File: src/rtl/instr_encoder.sv
// instr_encoder: RV32I field-to-word encoder with address tagging and output FIFO (range check under INSTR_ENC_RANGE_CHECK_EN)
module instr_encoder #(
  parameter int                ADDR_W     = 32,
  parameter logic [ADDR_W-1:0] BASE_ADDR  = '0,
  parameter int                FIFO_DEPTH = 4
) (
  input  logic              clk,
  input  logic              rst,
  input  logic              in_valid,
  output logic              in_ready,
  input  logic [2:0]        fmt,
  input  logic [6:0]        opcode,
  input  logic [4:0]        rd,
  input  logic [2:0]        funct3,
  input  logic [6:0]        funct7,
  input  logic [4:0]        rs1,
  input  logic [4:0]        rs2,
  input  logic [31:0]       imm,
  output logic              out_valid,
  input  logic              out_ready,
  output logic [31:0]       out_instr,
  output logic [ADDR_W-1:0] out_addr,
  output logic              err,
  input  logic              err_clr,
  output logic [15:0]       count
);
  localparam int PW = $clog2(FIFO_DEPTH);
  localparam logic [31:0] NOP = 32'h0000_0013;
  logic [PW:0]        wr_q, rd_q;
  logic [31:0]        imem_q [FIFO_DEPTH];
  logic [ADDR_W-1:0]  amem_q [FIFO_DEPTH];
  logic [ADDR_W-1:0]  addr_q;
  logic [15:0]        cnt_q;
  logic               err_q;
  logic               full, empty, push, pop, range_bad, bad;
  logic [31:0]        packed_w, word_d;
  assign full      = (wr_q ^ rd_q) == {1'b1, {PW{1'b0}}};
  assign empty     = wr_q == rd_q;
  assign in_ready  = ~full;
  assign out_valid = ~empty;
  assign push      = in_valid & ~full;
  assign pop       = out_valid & out_ready;
  assign out_instr = imem_q[rd_q[PW-1:0]];
  assign out_addr  = amem_q[rd_q[PW-1:0]];
  assign err       = err_q;
  assign count     = cnt_q;
`ifdef INSTR_ENC_RANGE_CHECK_EN
  logic i_ok, b_ok, j_ok, u_ok;
  assign i_ok = &imm[31:11] | ~|imm[31:11];
  assign b_ok = (&imm[31:12] | ~|imm[31:12]) & ~imm[0];
  assign j_ok = (&imm[31:20] | ~|imm[31:20]) & ~imm[0];
  assign u_ok = ~|imm[11:0];
  // Immediate must be representable in the packed bits of its format
  always_comb begin
    range_bad = 1'b0;
    case (fmt)
      3'd1, 3'd2, 3'd6: range_bad = ~i_ok;
      3'd3:             range_bad = ~b_ok;
      3'd4:             range_bad = ~u_ok;
      3'd5:             range_bad = ~j_ok;
      default:          range_bad = 1'b0;
    endcase
  end
`else
  assign range_bad = 1'b0;
`endif
  // Pack the fields into the instruction word for the selected format
  always_comb begin
    packed_w = NOP;
    case (fmt)
      3'd0: packed_w = {funct7, rs2, rs1, funct3, rd, opcode};
      3'd1: packed_w = {imm[11:0], rs1, funct3, rd, opcode};
      3'd2: packed_w = {imm[11:5], rs2, rs1, funct3, imm[4:0], opcode};
      3'd3: packed_w = {imm[12], imm[10:5], rs2, rs1, funct3, imm[4:1], imm[11], opcode};
      3'd4: packed_w = {imm[31:12], rd, opcode};
      3'd5: packed_w = {imm[20], imm[10:1], imm[11], imm[19:12], rd, opcode};
      3'd6: packed_w = {imm[11:0], rs1, funct3, rd, 7'h73};
      default: packed_w = NOP;
    endcase
  end
  assign bad    = (fmt == 3'd7) | range_bad;
  assign word_d = bad ? NOP : packed_w;
  // FIFO storage: word and its address written together at the tail
  always_ff @(posedge clk or posedge rst) begin
    if (rst) begin
      for (int i = 0; i < FIFO_DEPTH; i++) begin
        imem_q[i] <= '0;
        amem_q[i] <= '0;
      end
    end else if (push) begin
      imem_q[wr_q[PW-1:0]] <= word_d;
      amem_q[wr_q[PW-1:0]] <= addr_q;
    end
  end
  // Pointers, address counter, accept counter and sticky error (set beats clear)
  always_ff @(posedge clk or posedge rst) begin
    if (rst) begin
      wr_q   <= '0;
      rd_q   <= '0;
      addr_q <= BASE_ADDR;
      cnt_q  <= '0;
      err_q  <= 1'b0;
    end else begin
      wr_q   <= push ? wr_q + 1'b1 : wr_q;
      rd_q   <= pop ? rd_q + 1'b1 : rd_q;
      addr_q <= push ? addr_q + ADDR_W'(4) : addr_q;
      cnt_q  <= push ? cnt_q + 16'd1 : cnt_q;
      err_q  <= (push & bad) ? 1'b1 : err_clr ? 1'b0 : err_q;
    end
  end
endmodule

File: config.mk
export PLATFORM = sky130hd
export DESIGN_NAME = instr_encoder
export DESIGN_NICKNAME = d
export VERILOG_FILES = /design/src/rtl/instr_encoder.sv
export SDC_FILE = /design/constraint.sdc
export NUM_CORES = 1
export LEC_CHECK = 0
export BUFFER_PORTS_ARGS = -buffer_cell sky130_fd_sc_hd__buf_2
export CAP_MARGIN = 20
export CORE_AREA = 2 2 201 144
export DETAILED_ROUTE_END_ITERATION = 8
export DIE_AREA = 0 0 203 146
export HOLD_SLACK_MARGIN = 0.15
export PLACE_DENSITY = 0.69
export SLEW_MARGIN = 20
export SYNTH_ARGS = -nofsm -noshare
export SYNTH_HDL_FRONTEND = slang
export SYNTH_SLANG_ARGS = --single-unit
export TNS_END_PERCENT = 10
File: constraint.sdc
create_clock -name clk -period 28.8 [get_ports clk]
set_input_delay 5.76 -clock clk [delete_from_list [all_inputs] [get_ports clk]]
set_output_delay 5.76 -clock clk [all_outputs]
set_load 0.02 [all_outputs]
==> impl_metrics.tcl <==
set metrics [dict create \
    cp_cell_sequence "buf_4, mux4_2, buf_2" \
    max_stage_delay_ns 0.84 \
    area_growth_pct 14.1 \
    layout_common_cells "dfrtp_1 (299), buf_2 (153), nand2_1 (142)" \
    tritoncts "done" \
    cts_setup_buffers 0 \
    placed_cells 1511 \
    cts-hold-fix-buffers 0 \
    design_area_mm2 0.0155 \
    cp.arrival_ns 2.93 \
    synthCells 1056 \
    drive_gt1_frac 0.309 \
    io_buffers 152 \
    cts_buffers 29 \
    wl_um 29800 \
    crit_slowest_cell "dfrtp_4" \
    fp-row-count 51 \
    fp.dieW_um 203 \
    dpl_cell_area_mm2 0.0145 \
    hold_ws_ns 0.472 \
    start_util 0.495 \
    io_pins 155 \
    drc 0 \
    vias 8761 \
    power.density_mw_per_mm2 99.7 \
    viasPerCell 5.59 \
    crit_fanout 37 \
    gr-total-overflow 0 \
    mostFrequentLayoutCell "dfrtp_1" \
    cts_root_buffer "clkbuf_16" \
    ctsHtreeMaxLevel 1 \
    slew_viol_final 0 \
    async_reset_ff_frac 1.00 \
    synth_area_mm2 0.0136 \
    cts_resized 0 \
    final_nets 1252 \
    dr.pass1.iters 5 \
    drtIter0Drc 646 \
    peakVddDrop_mv 0.0553 \
    max_cap_violations 0 \
    worst_slack_ns 20.11 \
    ys.warnings.count 0 \
    ff2ff_path_depth 5 \
    avgRoutedWirePerCell_um 19.0 \
    maxSlewHeadroom 0.268 \
    final.setup.tns_ns 0 \
    clock_path_buffers 3 \
    grt_max_degree 147 \
    synth-main-ff-cell "dfrtp_1" \
    rsz0062_at_grt "false" \
    grt_usage 0.205 \
    crit_required_ns 23.04 \
    clk_latency_ns 0.55 \
    setup_violations 0 \
    grt_pass1_wl_um 48600 \
    start_kind "register" \
    dieArea_mm2 0.0296 \
    gp_congestion 0.787 \
    hold_depth 2 \
    critPathCaptureType "primary output" \
    synth-edff-count 0 \
    grt_pass1_vias 8467 \
    pre_cts_slack_ns 20.10 \
    final_cells 1566 \
    hold_viol_final 0 \
    die_h_um 146 \
    fmax_mhz 115 \
    finalCritPeriodShare 0.302 \
    hpwlAfterDp_um 19200 \
    tightestPinTransition_ns 1.10 \
    postSynthAreaPerCell_um2 12.9 \
    finClkSkew_ns 0.0126 \
    crit_type "register to primary output" \
    leakagePower_nw 7.36 \
    core_mm2 0.0275 \
    antenna_found_initial 2 \
    hold_path_class "register to register" \
    status "complete, no violations" \
    netlist-cell-type-count 43 \
    ys_seq_elements 301 \
    path_clk_slew_ns 0.06 \
    cts_sinks 301 \
    seq_area_frac_synth 0.553 \
    antenna_left 0 \
    final.min_clock_period_ns 8.69 \
]
==> worst paths after layout <==
check                            from       endpoint  slack [ns]
max in group asynchronous         rst     imem_q[85]       21.12
min                        imem_q[38]     imem_q[38]        0.47
min in group asynchronous         rst    imem_q[123]        5.20
min reg2reg                imem_q[38]     imem_q[38]        0.47
max reg2reg                   rd_q[0]     amem_q[56]       24.65
max                           rd_q[0]  out_instr[29]       20.11
==> logic make-up (layout without fill, tap and decap cells) <==
family / count (synthesis) / count (layout) / share of synthesized area
compound gates: 182 / 182 / 0.0813
xor+xnor: 54 / 54 / 0.0375
fa+ha+maj: 7 / 7 / 0.00643
buf+inv: 89 / 226 / 0.0342
flops: 301 / 301 / 0.553
mux: 194 / 194 / 0.211
other cells: 1 / 3 / 0.000275
simple gates: 228 / 228 / 0.0758
==> registers in the layout (all words and copies together), names as in the netlist <==
signal,cells
err,1
amem_q,120
rd_q,3
count,16
imem_q,128
addr_q,30
wr_q,3
==> final cells by class <==
type                    instances  area, µm²
repair buffers                166        895
flip-flops and latches        301       7540
well taps                     371        464
clock inverters                13        123
inverters                       8       37.5
fillers                      2274      12000
multi-input cells             667       5650
clock buffers                  39        823
diodes                          1       2.50
==> critical path, delay by kind of cell, from the launching register on <==
| kind | cells | cell delay, ns |
|---|---|---|
| buffers and inverters | 2 | 0.89 |
| multiplexers | 1 | 0.64 |
| flip-flops | 1 | 0.84 |
==> metal layers <==
metal  up-vias  routed length [µm]  track usage
met5         -                  16            0
met4         2                 424       0.0369
met3        32                1340       0.0365
met2       174               13500        0.298
met1      4506               14500        0.324
li1       4047                   -            -
==> through the flow <==
step / power [W] / utilization
floorplan: 0.00103 / -
global route: 0.00165 / 0.565
detailed placement: 0.00119 / 0.529
CTS: 0.00157 / 0.563
global placement: 0.00117 / 0.528
finish: 0.00155 / 0.565
==> cells in the mapped netlist, drive strengths merged (5+ instances only) <==
cell type,number,area (µm²)
mux2i,6,60.1
nor3,7,35.0
dfrtp,301,7530
xor2,6,67.6
inv,8,30.0
o221ai,6,52.6
a22oi,13,97.6
xnor2,48,443
a21oi,10,50.1
buf,56,342
and3,12,75.1
nand3,17,85.1
clkbuf,25,93.8
ha,7,87.6
mux2,126,1420
nand2,142,533
nand4,27,169
and2,5,31.3
o21ai,137,686
nor2,8,30.0
mux4,62,1400
==> power by group <==
group / internal [W] / leakage [nW] / switching, W
clock: 0.000218 / 0.465 / 0.000160
combinational: 0.000228 / 2.94 / 0.000314
sequential: 0.000536 / 3.95 / 0.0000941
Note: power is estimated with default switching activity, not from simulation.
